[src/rtl/ysyx_24110026_idu.sv]
// ysyx_24110026_idu -- RV32E decode/issue stage for the integer ALU subset.
//
// Accepts instruction words from the fetch unit (in_valid/in_ready), decodes
// OP / OP-IMM / LUI into a one-hot ALU operation, reads operands from the
// register file, and holds the result in a single output register toward the
// execute unit (out_valid/out_ready). A per-register busy scoreboard stalls
// issue on read-after-write hazards until writeback retires the destination.
//
// Optional feature macro: IDU_ILLEGAL_TRAP_EN
//   defined   : an illegal instruction is accepted but not issued; illegal
//               goes high and the stage stops accepting until reset.
//   undefined : an illegal instruction issues as a NOP (alu_op=0, rd=0,
//               operands 0) and illegal is tied low.
//
// Ports
//   clk, rst                 clock (rising edge), asynchronous active-low reset
//   in_valid/in_ready/in_inst  instruction handshake from IFU
//   rf_raddr1/2, rf_rdata1/2   register file read (combinational data)
//   wb_valid, wb_rd            writeback retiring register wb_rd
//   out_valid/out_ready        decoded-op handshake toward EXU
//   alu_op                     one-hot: add,sub,xor,or,and,srl,sll,sra (b0..b7)
//   rs1_data, rs2_data, rd     ALU operands and destination register
//   illegal                    illegal instruction trapped
module ysyx_24110026_idu #(
  parameter int XLEN = 32,
  parameter int NREG = 16
) (
  input  logic            clk,
  input  logic            rst,
  input  logic            in_valid,
  output logic            in_ready,
  input  logic [31:0]     in_inst,
  output logic [3:0]      rf_raddr1,
  output logic [3:0]      rf_raddr2,
  input  logic [XLEN-1:0] rf_rdata1,
  input  logic [XLEN-1:0] rf_rdata2,
  input  logic            wb_valid,
  input  logic [3:0]      wb_rd,
  output logic            out_valid,
  input  logic            out_ready,
  output logic [7:0]      alu_op,
  output logic [XLEN-1:0] rs1_data,
  output logic [XLEN-1:0] rs2_data,
  output logic [3:0]      rd,
  output logic            illegal
);

  localparam logic [7:0] OP_ADD = 8'h01;
  localparam logic [7:0] OP_SUB = 8'h02;
  localparam logic [7:0] OP_XOR = 8'h04;
  localparam logic [7:0] OP_OR  = 8'h08;
  localparam logic [7:0] OP_AND = 8'h10;
  localparam logic [7:0] OP_SRL = 8'h20;
  localparam logic [7:0] OP_SLL = 8'h40;
  localparam logic [7:0] OP_SRA = 8'h80;

  typedef enum logic [1:0] {S_EMPTY, S_FULL, S_TRAP} state_t;

  state_t r_state;
  state_t w_state_next;

  // instruction fields
  logic [6:0] w_opcode;
  logic [4:0] w_rd_f;
  logic [2:0] w_f3;
  logic [4:0] w_rs1_f;
  logic [4:0] w_rs2_f;
  logic [6:0] w_f7;

  assign w_opcode = in_inst[6:0];
  assign w_rd_f   = in_inst[11:7];
  assign w_f3     = in_inst[14:12];
  assign w_rs1_f  = in_inst[19:15];
  assign w_rs2_f  = in_inst[24:20];
  assign w_f7     = in_inst[31:25];

  assign rf_raddr1 = in_inst[18:15];
  assign rf_raddr2 = in_inst[23:20];

  logic            w_legal;
  logic            w_uses1;
  logic            w_uses2;
  logic [7:0]      w_op;
  logic [XLEN-1:0] w_opa;
  logic [XLEN-1:0] w_opb;
  logic [3:0]      w_dst;

  // Decode. Anything not explicitly recognised stays illegal; an illegal
  // instruction reads no registers, so it never stalls on the scoreboard.
  always_comb begin
    w_legal = 1'b0;
    w_uses1 = 1'b0;
    w_uses2 = 1'b0;
    w_op    = 8'h00;
    w_opa   = '0;
    w_opb   = '0;
    case (w_opcode)
      7'b0110011: begin
        w_uses1 = 1'b1;
        w_uses2 = 1'b1;
        w_opa   = rf_rdata1;
        w_opb   = rf_rdata2;
        case (w_f3)
          3'd0: begin
            if (w_f7 == 7'h00) begin w_op = OP_ADD; w_legal = 1'b1; end
            else if (w_f7 == 7'h20) begin w_op = OP_SUB; w_legal = 1'b1; end
          end
          3'd1: if (w_f7 == 7'h00) begin w_op = OP_SLL; w_legal = 1'b1; end
          3'd4: if (w_f7 == 7'h00) begin w_op = OP_XOR; w_legal = 1'b1; end
          3'd5: begin
            if (w_f7 == 7'h00) begin w_op = OP_SRL; w_legal = 1'b1; end
            else if (w_f7 == 7'h20) begin w_op = OP_SRA; w_legal = 1'b1; end
          end
          3'd6: if (w_f7 == 7'h00) begin w_op = OP_OR;  w_legal = 1'b1; end
          3'd7: if (w_f7 == 7'h00) begin w_op = OP_AND; w_legal = 1'b1; end
          default: ;
        endcase
        // RV32E has only x0..x15
        if (w_rs1_f[4] | w_rs2_f[4] | w_rd_f[4]) w_legal = 1'b0;
      end
      7'b0010011: begin
        w_uses1 = 1'b1;
        w_opa   = rf_rdata1;
        w_opb   = {{(XLEN-12){in_inst[31]}}, in_inst[31:20]};
        case (w_f3)
          3'd0: begin w_op = OP_ADD; w_legal = 1'b1; end
          3'd4: begin w_op = OP_XOR; w_legal = 1'b1; end
          3'd6: begin w_op = OP_OR;  w_legal = 1'b1; end
          3'd7: begin w_op = OP_AND; w_legal = 1'b1; end
          3'd1: begin
            w_opb = {{(XLEN-5){1'b0}}, in_inst[24:20]};
            if (w_f7 == 7'h00) begin w_op = OP_SLL; w_legal = 1'b1; end
          end
          3'd5: begin
            w_opb = {{(XLEN-5){1'b0}}, in_inst[24:20]};
            if (w_f7 == 7'h00) begin w_op = OP_SRL; w_legal = 1'b1; end
            else if (w_f7 == 7'h20) begin w_op = OP_SRA; w_legal = 1'b1; end
          end
          default: ;
        endcase
        if (w_rs1_f[4] | w_rd_f[4]) w_legal = 1'b0;
      end
      7'b0110111: begin
        // LUI executes as 0 + (imm << 12)
        w_op    = OP_ADD;
        w_opb   = {in_inst[31:12], 12'b0};
        w_legal = ~w_rd_f[4];
      end
      default: ;
    endcase
    if (!w_legal) begin
      w_uses1 = 1'b0;
      w_uses2 = 1'b0;
      w_op    = 8'h00;
      w_opa   = '0;
      w_opb   = '0;
    end
  end

  assign w_dst = w_legal ? w_rd_f[3:0] : 4'd0;

  // scoreboard
  logic [NREG-1:0] r_busy;
  logic [NREG-1:0] w_busy_next;
  logic            w_stall;
  logic            w_accept;
  logic            w_issue;
  logic            w_trap_acc;

  assign w_stall = in_valid & ((r_busy[rf_raddr1] & w_uses1) |
                               (r_busy[rf_raddr2] & w_uses2));

  assign w_accept = in_valid & in_ready;

`ifdef IDU_ILLEGAL_TRAP_EN
  assign w_trap_acc = w_accept & ~w_legal;
  assign w_issue    = w_accept & w_legal;
`else
  assign w_trap_acc = 1'b0;
  assign w_issue    = w_accept;
`endif

  // Setting on issue takes priority over a same-cycle writeback clear, since
  // the newly issued producer has not yet written the register. x0 is never busy.
  genvar gi;
  generate
    for (gi = 0; gi < NREG; gi++) begin : g_busy
      if (gi == 0) begin : g_zero
        assign w_busy_next[gi] = 1'b0;
      end else begin : g_reg
        assign w_busy_next[gi] = (w_issue & (w_dst == 4'(gi))) |
                                 (r_busy[gi] & ~(wb_valid & (wb_rd == 4'(gi))));
      end
    end
  endgenerate

  always_ff @(posedge clk or negedge rst) begin
    if (!rst) r_busy <= '0;
    else      r_busy <= w_busy_next;
  end

  // FSM: state register
  always_ff @(posedge clk or negedge rst) begin
    if (!rst) r_state <= S_EMPTY;
    else      r_state <= w_state_next;
  end

  // FSM: next state
  always_comb begin
    w_state_next = r_state;
    case (r_state)
      S_EMPTY: begin
        if (w_trap_acc)   w_state_next = S_TRAP;
        else if (w_issue) w_state_next = S_FULL;
      end
      S_FULL: begin
        if (w_trap_acc)     w_state_next = S_TRAP;
        else if (w_issue)   w_state_next = S_FULL;
        else if (out_ready) w_state_next = S_EMPTY;
      end
      S_TRAP:  w_state_next = S_TRAP;
      default: w_state_next = S_EMPTY;
    endcase
  end

  // FSM: outputs. An accept always consumes any pending op, so entering TRAP
  // leaves nothing valid downstream.
  always_comb begin
    out_valid = (r_state == S_FULL);
    in_ready  = ~w_stall & (~out_valid | out_ready) & (r_state != S_TRAP);
  end

  // output pipeline register
  logic [7:0]      r_alu_op;
  logic [XLEN-1:0] r_rs1_data;
  logic [XLEN-1:0] r_rs2_data;
  logic [3:0]      r_rd;

  always_ff @(posedge clk or negedge rst) begin
    if (!rst) begin
      r_alu_op   <= 8'h00;
      r_rs1_data <= '0;
      r_rs2_data <= '0;
      r_rd       <= 4'd0;
    end else if (w_issue) begin
      r_alu_op   <= w_op;
      r_rs1_data <= w_opa;
      r_rs2_data <= w_opb;
      r_rd       <= w_dst;
    end
  end

  assign alu_op   = r_alu_op;
  assign rs1_data = r_rs1_data;
  assign rs2_data = r_rs2_data;
  assign rd       = r_rd;

`ifdef IDU_ILLEGAL_TRAP_EN
  logic r_illegal;
  always_ff @(posedge clk or negedge rst) begin
    if (!rst)            r_illegal <= 1'b0;
    else if (w_trap_acc) r_illegal <= 1'b1;
  end
  assign illegal = r_illegal;
`else
  assign illegal = 1'b0;
`endif

endmodule

[config.mk]
export PLATFORM = sky130hd
export DESIGN_NAME = ysyx_24110026_idu
export DESIGN_NICKNAME = d
export VERILOG_FILES = /design/src/rtl/ysyx_24110026_idu.sv
export SDC_FILE = /design/constraint.sdc
export NUM_CORES = 1
export LEC_CHECK = 0
export CORE_MARGIN = 4
export CORE_UTILIZATION = 41
export DETAILED_ROUTE_END_ITERATION = 8
export PLACE_DENSITY = 0.8
export SYNTH_ARGS = -nofsm -noshare
export SYNTH_HDL_FRONTEND = slang
export SYNTH_SLANG_ARGS = --single-unit
[constraint.sdc]
create_clock -name clk -period 2.6 [get_ports clk]
set_input_delay 0.39 -clock clk [delete_from_list [all_inputs] [get_ports clk]]
set_output_delay 0.39 -clock clk [all_outputs]
set_load 0.05 [all_outputs]
==> reports/qor.yml, run 1 <==
syn2layout_area_growth_pct: 65.8
drive_above_1_share_pct: 24.2
drc: 0
path_clk_slew_ns: 0.09
grt_max_degree: 55
slew_headroom_pct: 55.1
gp_congestion: 0.908
worstMarginPinSlew_ns: 0.674
startpoint: "r_busy[12]$_DFF_PN0_"
ys_seq_elements: 93
slew_viol_final: 0
rsz0062_at_grt: "true"
io_buffers: 190
period_share_pct: 104
dp_slack_ns: -0.451
nets: 724
synthArstFlopShare_pct: 100
place_area_um2: 6870
synth_warnings: 0
die_w_um: 112
grt_pass1_vias: 4618
die_height_um: 112
initialDrtViolationCount: 371
layoutNonFillerInstCount: 761
final_area_um2: 7410
core_um2: 10500
setup_slack_ns: -0.108
initial_core_util_pct: 42.7
first_pass_iters: 7
ir_drop_v: 0.000273
crit_required_ns: 2.21
insertion_delay_ns: 0.35
synth_flop_cell: "dfrtp_1"
fmax_mhz: 369
syn_inst: 378
postSynthAreaPerCell_um2: 11.8
crit_path_start_kind: "flip-flop"
wl_per_cell_um: 20.9
num_rows: 37
violations: "negative setup slack"
max-clock-path-buffers: 2
tritoncts: "yes"
vias: 4374
cts_sinks: 93
fill_cells: 778
status: "finished, violations left"
cellLeakagePower_nw: 3.18
fin_crit_ns: 2.71
yosysUniqueCellTypes: 50
layout_commonest_cell: "clkdlybuf4s50_1"
multi_input_area_um2: 2080
cap_violations: 0
root_buffer: "clkbuf_8"
hold_path.class: "input port to async pin"
vias_per_cell: 5.75
hpwl_um: 12000
syn_nets: 483
grt-ovfl-total: 0
final_core_util_pct: 70.8
synth_edf_count: 0
finalSetupViolCount: 42
seq_area_um2: 2330
ys_seq_area_share_pct: 52.0
endpoint_kind: "output port"
power.density_nw_per_um2: 396
mostFrequentLayoutCells: "clkdlybuf4s50_1, dfrtp_1, buf_4, a22o_1, o2bb2ai_1"
cp_max_fo: 3
finClkSkew_ns: 0.0101
dieArea_um2: 12600
io_pins: 192
crit_type: "flip-flop to output port"
htreeDepth: 3
cts_hold_buffers: 0
antenna_found_initial: 1
crit_arrival_ns: 2.32
ant_nets: 0
r2r-start: "r_busy[2]$_DFF_PN0_"
drt_wl_total_um: 15900
power_mw: 2.93
syn_area_um2: 4470
grt_usage_pct: 24.8
hold_violations: 0
cts_buffers: 9
grt_pass1_wl_um: 25000
placedCellCount: 729
==> registers in the layout, summed over array words and instances, names as in the netlist <==
register  cells
alu_op        8
rs1_data     32
rd            4
rs2_data     32
r_busy       15
r_state       2
==> metal layers <==
metal	up-vias	track usage [%]	wire [um]
li1	1957	-	-
met1	2143	32.8	6570
met2	247	39.5	7560
met3	27	7.12	1470
met4	0	7.85	327
met5	-	0	0
==> critical path, cell delays in order, from the launching register on <==
cell	delay, ns
dfrtp_1	0.41
mux4_2	0.49
o22ai_2	0.19
o32ai_2	0.12
a211oi_4	0.30
buf_12	0.15
nor3_4	0.03
nor2_2	0.13
buf_12	0.15
==> path summary, 6_finish.rpt <==
| path | cells past startpoint | endpoint | slack, ns |
|---|---|---|---|
| worst max-delay path | 8 | in_ready | -0.11 |
| worst min-delay path | 1 | rd[1]$_DFFE_PN0P_ | 0.06 |
| worst max register to register | 12 | alu_op[0]$_DFFE_PN0P_ | -0.08 |
| worst min register to register | 1 | r_state[1]$_DFFE_PN0P_ | 0.48 |
| max in group asynchronous | 2 | rs1_data[15]$_DFFE_PN0P_ | 1.73 |
| min in group clk | 1 | r_state[1]$_DFFE_PN0P_ | 0.48 |
==> stage by stage <==
| step | hold WS (ns) | TNS (ns) |
|---|---|---|
| final | 0.0584 | -2.13 |
| after global routing | 0.0989 | -6.69 |
| after CTS | 0.0782 | -0.126 |
| after detailed placement | 0.467 | -34.29 |
| after global placement | 0.440 | -31.13 |
| after floorplan | 0.0944 | 0 |
==> what timing repair did <==
action	in CTS	in global routing
resized for setup	16	24
pin swaps	8	15
gates cloned	0	0
buffers inserted	9	6
setup endpoints to repair	61	56
==> layout make-up <==
class	count	share of cell area, %
Clock buffer	11	1.91
Antenna cell	1	0.0338
Clock inverter	5	0.793
Sequential cell	93	31.4
Timing Repair Buffer	270	35.1
Multi-Input combinational cell	238	28.1
Tap cell	136	2.30
Inverter	7	0.354
==> report_power, final <==
group	switching [mW]	internal [mW]
clock network	0.517	0.474
registers	0.00244	1.45
logic	0.237	0.254
total	0.756	2.18
==> cell usage after synthesis (5+ instances only) <==
cell type,instances,area (um2)
a32o_1,7,70.1
mux2i_1,5,50.1
nor2b_1,5,31.3
inv_1,7,26.3
buf_2,6,30.0
mux2_2,13,146
nand2b_1,5,31.3
o41ai_1,6,52.6
a22oi_1,5,37.5
clkbuf_1,17,63.8
buf_4,14,105
a22o_1,33,289
nor2_1,15,56.3
dfrtp_1,93,2330
o21ai_0,16,80.1
o31ai_1,10,75.1
o2bb2ai_1,28,245
a221oi_1,20,175
nand2_1,13,48.8
==> cells by family (layout without fill, tap and decap cells) <==
family	Yosys count	after routing	synth area share, %
AO/OA/AOI/OAI	144	144	26.7
buffers and inverters	47	293	5.65
flip-flops	93	93	52.0
multiplexers	26	26	7.41
other	1	2	0.0839
AND/OR/NAND/NOR	67	67	8.11
(Power assumes the default switching activity.)
==> run 2, diff against run 1 <==
Settings changed: CORE_UTILIZATION 41 to 43, PLACE_DENSITY 0.8 to 0.83.
==> run 2 against run 1 <==
Effect of this change: the flow still finishes with violations (negative setup slack); clock skew grew 0.0039 ns; cell count shrank 2.0%; sequential power is essentially flat; hold slack gained 0.088 ns; clock power grew 22%; global-route usage grew 0.070 points; design area shrank 1.9%; maximum frequency shrank 2.3%; non-clock buffer count shrank 12; critical endpoint unchanged; largest cell class unchanged.
==> reports/qor.yml, run 2 (synthesis results as in run 1) <==
status: "finished, violations left"  # unchanged
violations: "negative setup slack"  # unchanged
antenna_found_initial: 0  # was 1
htreeDepth: 3  # unchanged
hold_violations: 0  # unchanged
io_pins: 192  # unchanged
final_area_um2: 7270  # was 7410 um2
place_area_um2: 6770  # was 6870 um2
power.density_nw_per_um2: 432  # was 396 nW/um2
hpwl_um: 11400  # was 12000 um
drt_wl_total_um: 15700  # was 15900 um
layout_commonest_cell: "clkdlybuf4s50_1"  # unchanged
drive_above_1_share_pct: 22.3  # was 24.2%
diodes: 0  # was 1
grt-ovfl-total: 0  # unchanged
root_buffer: "clkbuf_8"  # unchanged
ir_drop_v: 0.000281  # was 0.000273 V
finClkSkew_ns: 0.0140  # was 0.0101 ns
grt_pass1_vias: 4447  # was 4618
grt_pass1_wl_um: 23300  # was 25000 um
slew_headroom_pct: 38.7  # was 55.1%
cts_buffers: 9  # unchanged
max-clock-path-buffers: 2  # unchanged
path_clk_slew_ns: 0.09  # about the same
fmax_mhz: 361  # was 369 MHz
vias_per_cell: 5.96  # was 5.75
crit_path_max_incr_delay_ns: 0.50  # was 0.49 ns
syn2layout_area_growth_pct: 62.6  # was 65.8%
final_core_util_pct: 73.1  # was 70.8%
tritoncts: "yes"  # unchanged
cts_sinks: 93  # unchanged
cap_violations: 0  # unchanged
rsz0062_at_grt: "true"  # unchanged
initialDrtViolationCount: 324  # was 371
die_height_um: 110  # was 112 um
grt_max_degree: 75  # was 55
cp_max_fo: 3  # unchanged
crit_arrival_ns: 2.38  # was 2.32 ns
endpoint_kind: "output port"  # unchanged
dieArea_um2: 12100  # was 12600 um2
path_cells: "clkdlybuf4s50_1 -> buf_4 -> inv_1 -> nand4_1 -> buf_4 -> o32ai_4 -> a211oi_4 -> buf_6 -> nor3_4 -> nor2_2 -> buf_12"  # was mux4_2 -> o22ai_2 -> o32ai_2 -> a211oi_4 -> buf_12 -> nor3_4 -> nor2_2 -> buf_12
dp_slack_ns: -0.588  # was -0.451 ns
die_w_um: 110  # was 112 um
setup_slack_ns: -0.173  # was -0.108 ns
ant_nets: 0  # unchanged
mostFrequentLayoutCells: "clkdlybuf4s50_1, dfrtp_1, buf_4, a22o_1, o2bb2ai_1"  # unchanged
io_buffers: 190  # unchanged
cp_slowest_cell: "clkdlybuf4s50_1"  # was mux4_2
period_share_pct: 107  # was 104%
cts_hold_buffers: 0  # unchanged
fin_crit_ns: 2.77  # was 2.71 ns
crit_type: "input port to output port"  # was flip-flop to output port
gp_congestion: 0.918  # was 0.908
slew_viol_final: 0  # unchanged
cellLeakagePower_nw: 3.07  # was 3.18 nW
finalSetupViolCount: 55  # was 42
insertion_delay_ns: 0.36  # was 0.35 ns
drc: 0  # unchanged
crit_path_start_kind: "input port"  # was flip-flop
wl_per_cell_um: 21.1  # was 20.9 um
hold_path.class: "input port to async pin"  # unchanged
crit_required_ns: 2.21  # about the same
worstMarginPinSlew_ns: 0.920  # was 0.674 ns
grt_usage_pct: 24.9  # was 24.8%
initial_core_util_pct: 44.9  # was 42.7%
core_um2: 9950  # was 10500 um2
path_common_cell: "buf_4"  # was buf_12
first_pass_iters: 5  # was 7
nets: 713  # was 724
num_rows: 36  # was 37
vias: 4443  # was 4374
==> run 2: changes by cell type in the layout (fill, tap and decap cells not counted), moves of 2 or more <==
cell           before  now
buf_4              76   70
o41ai_1             0    6
o31ai_4             4    0
o41ai_2             4    0
buf_12              8    5
buf_6               5    2
dlygate4sd2_1       4    1
o31ai_1             6    9
bufinv_16           1    3
dfrtp_1            91   93
dfrtp_2             2    0
o41ai_4             2    0
==> run 2: where the power goes <==
part	switching (mW)	internal (mW)	leakage, nW
Clock	0.516	0.693	0.126
Combinational	0.236	0.247	1.65
Sequential	0.00225	1.45	1.30
==> run 2: worst max-delay path, delay by kind of cell <==
kind / cells / cell delay [ns]
buf+inv: 6 / 1.31
simple gates: 3 / 0.38
compound gates: 2 / 0.30
==> run 2: metrics by stage <==
| step | setup TNS (ns) | hold slack, ns | instances | power, mW |
|---|---|---|---|---|
| 3_5_place_dp | -44.63 | 0.467 | 717 | 1.93 |
| 5_1_grt | -6.32 | 0.238 | 746 | 3.23 |
| 2_1_floorplan | 0 | 0.0944 | 378 | 1.63 |
| 6_report | -2.59 | 0.147 | 746 | 3.14 |
| 4_1_cts | -0.112 | 0.197 | 734 | 3.12 |
| 3_3_place_gp | -36.43 | 0.436 | 717 | 1.92 |
==> run 2: repair_timing <==
item	4_1_cts	5_1_grt
pin swaps	2	8
resized for setup	15	17
cloned	0	1
setup endpoints to repair	92	56
buffers inserted	1	11
==> run 2: path summary, 6_finish.rpt <==
kind                            slack (ns)                    from  cells after the start                      end
worst max-delay path                 -0.17              in_inst[2]                     11                 in_ready
worst min-delay path                  0.15                     rst                      1  rs1_data[8]$_DFFE_PN0P_
worst max register to register        0.08     r_busy[2]$_DFF_PN0_                      9  rs2_data[7]$_DFFE_PN0P_
worst min register to register        0.48  r_state[1]$_DFFE_PN0P_                      1   r_state[0]$_DFFE_PN0P_
max in group asynchronous             1.70                     rst                      2   r_state[1]$_DFFE_PN0P_
min in group clk                      0.48  r_state[1]$_DFFE_PN0P_                      1   r_state[0]$_DFFE_PN0P_
==> run 2: final cells by class <==
cell class                      count  area [um2]
Fill cell                         682        2680
Multi-Input combinational cell    239        2020
Clock inverter                      5         106
Clock buffer                       11         151
Inverter                            7        26.3
Tap cell                          133         166
Sequential cell                    93        2330
Timing Repair Buffer              258        2470
==> run 2: layer usage <==
| metal | vias up | wire, um | track usage, % |
|---|---|---|---|
| met5 | - | 0 | 0 |
| li1 | 1939 | - | - |
| met3 | 40 | 1540 | 5.47 |
| met2 | 287 | 7820 | 41.4 |
| met4 | 0 | 401 | 8.55 |
| met1 | 2177 | 5970 | 32.1 |
==> run 3, diff against run 2 <==
Settings changed: GPL_ROUTABILITY_DRIVEN set to 0, GPL_TIMING_DRIVEN set to 0.
==> run 3 against run 2 <==
Effect of this change: critical path type is now flip-flop to output port; maximum frequency grew 6.4%; wire length fell by 6.5%; the run still ends with negative setup slack left; sequential share of layout area grew 1.4 points; first-iteration DRC count fell by 6.5%; sequential power hardly changed.
==> reports/qor.yml, run 3 (synthesis results as in run 1) <==
diodes: 0  # unchanged
hpwl_um: 11100  # was 11400 um
met3_usage_pct: 6.52  # was 5.47%
cp_top_family: "compound AO/OA/AOI/OAI gates"  # was buffers and inverters
num_rows: 36  # unchanged
cts_sinks: 93  # unchanged
layout_commonest_cell: "clkdlybuf4s50_1"  # unchanged
insertion_delay_ns: 0.36  # about the same
syn2layout_area_growth_pct: 55.7  # was 62.6%
placedCellCount: 696  # was 717
finalSetupViolCount: 1  # was 55
drc: 0  # unchanged
drive_above_1_share_pct: 16.4  # was 22.3%
crit_required_ns: 2.21  # about the same
core_um2: 9950  # unchanged
vias: 4206  # was 4443
fin_setup_tns_ns: -0.00607  # was -2.59 ns
crit_type: "flip-flop to output port"  # was input port to output port
first_pass_iters: 5  # unchanged
hold_path.class: "input port to async pin"  # unchanged
cellLeakagePower_nw: 2.94  # was 3.07 nW
fin_crit_ns: 2.61  # was 2.77 ns
mostFrequentLayoutCells: "clkdlybuf4s50_1, dfrtp_1, a22o_1, o2bb2ai_1, buf_4"  # was clkdlybuf4s50_1, dfrtp_1, buf_4, a22o_1, o2bb2ai_1
root_buffer: "clkbuf_8"  # unchanged
wl_per_cell_um: 20.3  # was 21.1 um
tritoncts: "yes"  # unchanged
grt_pass1_wl_um: 22700  # was 23300 um
cts_hold_buffers: 0  # unchanged
ant_nets: 0  # unchanged
hold_violations: 0  # unchanged
grt_usage_pct: 24.4  # was 24.9%
initial_core_util_pct: 44.9  # unchanged
grt-ovfl-total: 0  # unchanged
slew_viol_final: 0  # unchanged
status: "finished, violations left"  # unchanged
violations: "negative setup slack"  # unchanged
vias_per_cell: 5.81  # was 5.96
finClkSkew_ns: 0.0124  # was 0.0140 ns
endpoint_kind: "output port"  # unchanged
max-clock-path-buffers: 2  # unchanged
cts_buffers: 9  # unchanged
busiest_layer: "met2"  # unchanged
io_pins: 192  # unchanged
path_buf_inv: 1  # was 6
worstMarginPinSlew_ns: 0.629  # was 0.920 ns
cp_slowest_cell: "mux4_2"  # was clkdlybuf4s50_1
grt_max_degree: 49  # was 75
period_share_pct: 100  # was 107%
crit_path_max_incr_delay_ns: 0.45  # was 0.50 ns
antenna_found_initial: 0  # unchanged
power.density_nw_per_um2: 417  # was 432 nW/um2
path_cells: "mux4_2 -> o2111a_1 -> a211oi_4 -> nor3_2 -> nor2_2 -> buf_6"  # was clkdlybuf4s50_1 -> buf_4 -> inv_1 -> nand4_1 -> buf_4 -> o32ai_4 -> a211oi_4 -> buf_6 -> nor3_4 -> nor2_2 -> buf_12
ir_drop_v: 0.000231  # was 0.000281 V
layoutNonFillerInstCount: 724  # was 746
nets: 692  # was 713
met1_usage_pct: 30.9  # was 32.1%
cp_max_fo: 3  # unchanged
slew_headroom_pct: 58.1  # was 38.7%
io_buffers: 184  # was 190
dp_slack_ns: -0.996  # was -0.588 ns
drt_wl_total_um: 14700  # was 15700 um
rsz0062_at_grt: "true"  # unchanged
die_height_um: 110  # unchanged
die_w_um: 110  # unchanged
fmax_mhz: 384  # was 361 MHz
initialDrtViolationCount: 303  # was 324
cap_violations: 0  # unchanged
htreeDepth: 3  # unchanged
grt_util_met2_pct: 39.7  # was 41.4%
setup_slack_ns: -0.00607  # was -0.173 ns
startpoint: "r_busy[8]$_DFF_PN0_"  # was in_inst[2]
path_clk_slew_ns: 0.09  # about the same
grt_pass1_vias: 4430  # was 4447
crit_arrival_ns: 2.22  # was 2.38 ns
r2r-start: "r_busy[8]$_DFF_PN0_"  # was r_busy[2]$_DFF_PN0_
dieArea_um2: 12100  # unchanged
crit_path_start_kind: "flip-flop"  # was input port
## run 3: cell types whose count changed in the layout (fill, tap and decap cells not counted), moves of 2 or more
cell | previous run | this run
buf_12 | 5 | 0
o41ai_2 | 0 | 3
dlymetal6s2s_1 | 0 | 5
clkbuf_1 | 0 | 13
clkbuf_8 | 11 | 9
buf_2 | 0 | 2
buf_4 | 70 | 27
clkbuf_4 | 0 | 3
clkdlybuf4s50_1 | 177 | 171
clkbuf_2 | 1 | 5
o41ai_1 | 6 | 3
dlygate4sd2_1 | 1 | 6
buf_6 | 2 | 6
## run 3: cell type report
| class | instances | area, um2 |
|---|---|---|
| plain buffers | 40 | 256 |
| clock buffers | 11 | 131 |
| clock inverters | 4 | 73.8 |
| fillers | 704 | 2990 |
| inverters | 7 | 26.3 |
| multi-input cells | 238 | 2010 |
| flip-flops and latches | 93 | 2330 |
| well taps | 133 | 166 |
| repair buffers | 198 | 1970 |
## run 3: path summary, 6_finish.rpt
kind                       slack [ns]  cells after the start                  endpoint
max in group asynchronous        1.92                      2  rs2_data[28]$_DFFE_PN0P_
setup / recovery               -0.006                      6                  in_ready
hold reg to reg                  0.48                      1    r_state[1]$_DFFE_PN0P_
hold / removal                   0.04                      1  rs1_data[10]$_DFFE_PN0P_
setup reg to reg                 0.10                      8  rs1_data[27]$_DFFE_PN0P_
min in group clk                 0.46                      3  rs2_data[20]$_DFFE_PN0P_
## run 3: metrics by stage
| stage | power, mW | area [um2] | hold WS (ns) | util, % |
|---|---|---|---|---|
| after global placement | 1.87 | 6480 | 0.440 | 65.1 |
| after detailed placement | 1.88 | 6510 | 0.448 | 65.4 |
| after global routing | 3.02 | 6960 | 0.0774 | 69.9 |
| after floorplan | 1.63 | 4470 | 0.0944 | - |
| final | 2.90 | 6960 | 0.0414 | 69.9 |
| after CTS | 2.92 | 6860 | 0.0537 | 68.9 |
## run 3: power breakdown
| part | internal (mW) | switching (mW) |
|---|---|---|
| registers | 1.45 | 0.00219 |
| clock network | 0.538 | 0.492 |
| logic | 0.206 | 0.217 |
## run 3: repair_timing
item                                    in CTS  in global routing
endpoints found under the setup margin      80                 93
gates resized for setup                     25                 35
buffers inserted                            12                  1
pin swaps                                    8                  7
## run 3: routing by layer
layer  vias up  wire [um]  share of wire [%]
li1       1889          -                  -
met1      2077       5840                 40
met2       210       7160                 49
met3        30       1380                9.4
met4         0        334                2.3
met5         -          0                  0
